$ cat config.mk
export PLATFORM = sky130hd
export DESIGN_NAME = unid_busca
export DESIGN_NICKNAME = d
export VERILOG_FILES = /design/src/rtl/unid_busca.sv
export SDC_FILE = /design/constraint.sdc
export NUM_CORES = 1
export LEC_CHECK = 0
export CORE_MARGIN = 8
export CORE_UTILIZATION = 42
export CTS_CLUSTER_SIZE = 24
export DETAILED_ROUTE_END_ITERATION = 7
export PLACE_DENSITY = 0.81
export SYNTH_ARGS = -nofsm -noshare
export SYNTH_HDL_FRONTEND = slang
export SYNTH_SLANG_ARGS = --single-unit
$ cat constraint.sdc
create_clock -name clock -period 2 [get_ports clock]
set_input_delay 0.6 -clock clock [delete_from_list [all_inputs] [get_ports clock]]
set_output_delay 0.6 -clock clock [all_outputs]
set_load 0.02 [all_outputs]
$ cat src/rtl/unid_busca.sv
// unid_busca: instruction fetch and sequencing stage.
// Owns the PC, fetches each instruction over a req/valid handshake, latches it
// into the instruction register and steps the control unit through 0..3.
module unid_busca #(
    parameter int unsigned PC_WIDTH = 8
) (
    input  logic                clock,
    input  logic                resetn,      // active-high asynchronous reset
    output logic [PC_WIDTH-1:0] mem_addr,
    output logic                mem_req,
    input  logic [15:0]         mem_data,
    input  logic                mem_valid,
    output logic [15:0]         instrucao,
    output logic [1:0]          step,
    output logic                exec_valid,
    input  logic                pc_enable,
    input  logic                pc_load,
    input  logic [PC_WIDTH-1:0] pc_target,
    output logic                halted,
    output logic [PC_WIDTH-1:0] pc
);

    localparam int unsigned IR_WIDTH = 16;

    localparam logic [1:0] S_IDLE  = 2'd0;
    localparam logic [1:0] S_FETCH = 2'd1;
    localparam logic [1:0] S_EXEC  = 2'd2;
    localparam logic [1:0] S_HALT  = 2'd3;

    logic [1:0]          state_q,      state_d;
    logic [PC_WIDTH-1:0] pc_q,         pc_d;
    logic [IR_WIDTH-1:0] ir_q,         ir_d;
    logic [1:0]          step_q,       step_d;
    logic                idle_cnt_q,   idle_cnt_d;
    logic                mem_req_q,    mem_req_d;
    logic                exec_valid_q, exec_valid_d;
    logic                halted_q,     halted_d;

    // Next-state, PC/IR update and registered output flags decoded from the next state
    always_comb begin
        state_d    = state_q;
        pc_d       = pc_q;
        ir_d       = ir_q;
        step_d     = step_q;
        idle_cnt_d = idle_cnt_q;

        case (state_q)
            S_IDLE: begin
                // IDLE spans one full cycle after reset release before fetching
                if (idle_cnt_q) begin
                    idle_cnt_d = 1'b0;
                    state_d    = S_FETCH;
                end else begin
                    idle_cnt_d = 1'b1;
                end
            end
            S_FETCH: begin
                if (mem_valid) begin
                    ir_d    = mem_data;
                    step_d  = 2'd0;
                    state_d = S_EXEC;
                end
            end
            S_EXEC: begin
                if (step_q == 2'd3) begin
                    step_d = 2'd0;
                    if (pc_enable) begin
                        pc_d    = pc_load ? pc_target : pc_q + PC_WIDTH'(1);
                        state_d = S_FETCH;
                    end else begin
                        state_d = S_HALT;
                    end
                end else begin
                    step_d = step_q + 2'd1;
                end
            end
            S_HALT: begin
                step_d = 2'd0;
            end
            default: begin
                state_d = S_IDLE;
            end
        endcase

        mem_req_d    = (state_d == S_FETCH);
        exec_valid_d = (state_d == S_EXEC);
        halted_d     = (state_d == S_HALT);
    end

    // State and output registers, cleared asynchronously by reset
    always_ff @(posedge clock or posedge resetn) begin
        if (resetn) begin
            state_q      <= S_IDLE;
            pc_q         <= '0;
            ir_q         <= '0;
            step_q       <= 2'd0;
            idle_cnt_q   <= 1'b0;
            mem_req_q    <= 1'b0;
            exec_valid_q <= 1'b0;
            halted_q     <= 1'b0;
        end else begin
            state_q      <= state_d;
            pc_q         <= pc_d;
            ir_q         <= ir_d;
            step_q       <= step_d;
            idle_cnt_q   <= idle_cnt_d;
            mem_req_q    <= mem_req_d;
            exec_valid_q <= exec_valid_d;
            halted_q     <= halted_d;
        end
    end

    assign mem_addr   = pc_q;
    assign pc         = pc_q;
    assign mem_req    = mem_req_q;
    assign instrucao  = ir_q;
    assign step       = step_q;
    assign exec_valid = exec_valid_q;
    assign halted     = halted_q;

endmodule

==> impl_metrics.env, run 1 <==
export IMPL_crit_buf_inv=1
export IMPL_hold_depth=1
export IMPL_synthSimpleGateAreaFrac_pct=11.3
export IMPL_pin_count=66
export IMPL_dp_hpwl_mm=2.94
export IMPL_grt_use_met2_pct=21.2
export IMPL_fmax_ghz=0.523
export IMPL_grt_start_max_net_pins=33
export IMPL_fp_dieH_um=76.2
export IMPL_crit_arrival_ns=1.31
export IMPL_synth_area_leaders="dfrtp_1, mux2_2, buf_4"
export IMPL_slowest_delay_ns=0.63
export IMPL_synth_seq_cells=32
export IMPL_dr_pass1_iters=4
export IMPL_antenna_found_initial=0
export IMPL_power_density_mw_per_mm2=1290
export IMPL_cp_top_family="buffers and inverters"
export IMPL_dieArea_mm2=0.00581
export IMPL_place_congestion=0.874
export IMPL_p_seq_share_pct=39.3
export IMPL_cp_num_cells=1
export IMPL_htreeDepth=2
export IMPL_synth_edf_count=0
export IMPL_reg2reg_depth=4
export IMPL_hold_viol=0
export IMPL_worst_setup_path_type="reg2out"
export IMPL_core_area_mm2=0.00358
export IMPL_ys_seq_area_share_pct=52.6
export IMPL_drt_total_wl_mm=3.87
export IMPL_synthAdderAreaFrac_pct=2.47
export IMPL_busiest_layer="met2"
export IMPL_synth_compound_area_share_pct=11.5
export IMPL_drive_above_1_share_pct=15.7
export IMPL_synthFlopType="dfrtp_1"
export IMPL_yosysMostFrequentCell="dfrtp_1"
export IMPL_required_ns=1.40
export IMPL_vdd_ir_drop_worst_v=0.000704
export IMPL_syn_to_final_growth_pct=44.8
export IMPL_synth_area_leader_cell="dfrtp_1"
export IMPL_avgSynthCellArea_um2=12.0
export IMPL_swShare_pct=38.2
export IMPL_status="finished clean"
export IMPL_rsz0062_at_grt="no"
export IMPL_finalCritPeriodShare_pct=95.6
export IMPL_synth_area_mm2=0.00152
export IMPL_slew_viol_final=0
export IMPL_grt_pass1_wl_mm=6.57
export IMPL_wl_per_cell_um=16.2
export IMPL_cts_root_buffer="clkbuf_4"
export IMPL_combinationalPowerShare_pct=47.4
export IMPL_clock_sinks=32
export IMPL_drc=0
export IMPL_synth_async_reset_ratio_pct=100
export IMPL_leakage_uw=0.00103
export IMPL_grt_util_all_layers_pct=13.8
export IMPL_rows=22
export IMPL_post_route_util_pct=61.6
export IMPL_viasPerCell=5.05
export IMPL_overflow=0
export IMPL_cts_max_path_buffers=2
export IMPL_skew_ns=0.00296
export IMPL_synth_mux_area_share_pct=13.8
export IMPL_initial_core_util_pct=42.6
export IMPL_numCtsBuffers=5
export IMPL_pwr_share_clk_pct=13.3
export IMPL_crit_fanout=2
export IMPL_startpoint_type="flop"
export IMPL_vias=1207
export IMPL_antenna_left=0
export IMPL_cts_tree="yes"
export IMPL_crit_slowest_cell="clkdlybuf4s50_1"
export IMPL_synth_top_cells_by_count="dfrtp_1, mux2_2, nor2_1"
export IMPL_max_cap_violations=0
export IMPL_tns_ns=0
export IMPL_first_global_vias=1378
export IMPL_tightest_slew_ns=0.399
export IMPL_drtIter0Drc=72
export IMPL_syn_num_nets=159
export IMPL_insertion_delay_ns=0.32
export IMPL_hold_class="reg2reg"
export IMPL_max_slew_margin_pct=73.4
export IMPL_internal_power_uw=1760
export IMPL_synthXorXnorAreaFrac_pct=0.575
export IMPL_gr_usage_met3_pct=9.67
export IMPL_io_buffers=65
export IMPL_finalSetupViolations=0
export IMPL_worstPathCellList="clkdlybuf4s50_1"
export IMPL_netlist_instances=127
export IMPL_synth_top_family_by_area="multiplexers"
export IMPL_ys_warn_count=0
export IMPL_critPathCaptureType="primary output"
export IMPL_die_w_um=76.2
export IMPL_n_antenna_cell=0
export IMPL_min_period_ns=1.91
export IMPL_synthDistinctLibCells=37
export IMPL_clk_pin_slew_ns=0.09
export IMPL_p_switching_uw=1080
export IMPL_yosys_area_top_type_share_pct=52.6
export IMPL_num_fill_cells=312
export IMPL_grtUsageMet1_pct=14.7
export IMPL_nets=222
flip-flops by register name, indices dropped and copies added, names as in the netlist:
signal      count
instrucao      16
mem_addr        8
state_q         2
step            2
exec_valid      1
halted          1
idle_cnt_q      1
mem_req         1
cell usage in the layout (no fill, tap or decap), types with 3 or more instances in the layout:
cell type	n
dfrtp_1	32
o21ai_0	3
a22o_1	4
inv_1	5
nor2_1	10
a21oi_1	6
buf_4	4
ha_1	3
clkbuf_4	5
nand2_1	4
clkdlybuf4s50_1	47
nor2b_1	3
mux2i_1	3
dlygate4sd2_1	17
mux2_2	15
worst paths after layout:
check,startpoint,end,slack [ns]
hold reg to reg,idle_cnt_q,idle_cnt_q,0.47
max in group asynchronous,resetn,mem_addr[2],1.06
setup / recovery,instrucao[0],instrucao[0],0.09
setup reg to reg,step[0],mem_addr[2],0.41
hold / removal,idle_cnt_q,idle_cnt_q,0.47
min in group asynchronous,resetn,instrucao[7],0.65
power groups by stage:
stage | sequential, uW | combinational (uW) | clock (uW)
final | 1120 | 1350 | 377
after detailed placement | 1130 | 1430 | 0
after global routing | 1160 | 1450 | 426
after global placement | 1110 | 1390 | 0
after floorplan | 1390 | 487 | 0
after CTS | 1120 | 1370 | 397
per-stage QoR:
step / hold slack [ns] / cells / setup slack [ns] / instance area [um^2] / total power [uW]
final: 0.474 / 239 / 0.0881 / 2200 / 2840
after global routing: 0.516 / 239 / 0.00176 / 2200 / 3040
after CTS: 0.476 / 239 / 0.0201 / 2200 / 2890
after detailed placement: 0.458 / 231 / -0.0241 / 2160 / 2560
after global placement: 0.457 / 231 / 0.0383 / 2160 / 2500
after floorplan: 0.442 / 127 / 0.427 / 1520 / 1870
what timing repair did:
action / in CTS / in global routing
setup endpoints to repair: 17 / 1
setup buffers: 0 / 0
hold buffers: 0 / 0
gates resized for setup: 17 / 1
cell type report:
cell class	count	area (um^2)	area share [%]
multi-input cells	77	604	27.4
well taps	48	60.1	2.72
inverters	5	18.8	0.851
clock buffers	8	58.8	2.67
flip-flops and latches	32	801	36.3
repair buffers	69	662	30.0
layer usage:
| metal | up-vias | share of wire [%] |
|---|---|---|
| met5 | - | 0 |
| met4 | 0 | 0.80 |
| met3 | 7 | 12 |
| met2 | 61 | 45 |
| met1 | 570 | 41 |
| li1 | 569 | - |
logic make-up after synthesis:
group	Yosys count
flops	32
xor+xnor	1
simple gates	30
buf+inv	18
compound gates	24
fa+ha+maj	3
mux	19
(Power assumes the default switching activity.)
==> run 2, diff against run 1 <==
--- a/config.mk
+++ b/config.mk
@@ -5,6 +5,7 @@
 export SDC_FILE = /design/constraint.sdc
 export NUM_CORES = 1
 export LEC_CHECK = 0
+export CAP_MARGIN = 40
 export CORE_MARGIN = 8
 export CORE_UTILIZATION = 42
 export CTS_CLUSTER_SIZE = 24
==> results of run 2 <==
Same layout as run 1: the final DEF is identical, and so are final timing and power.
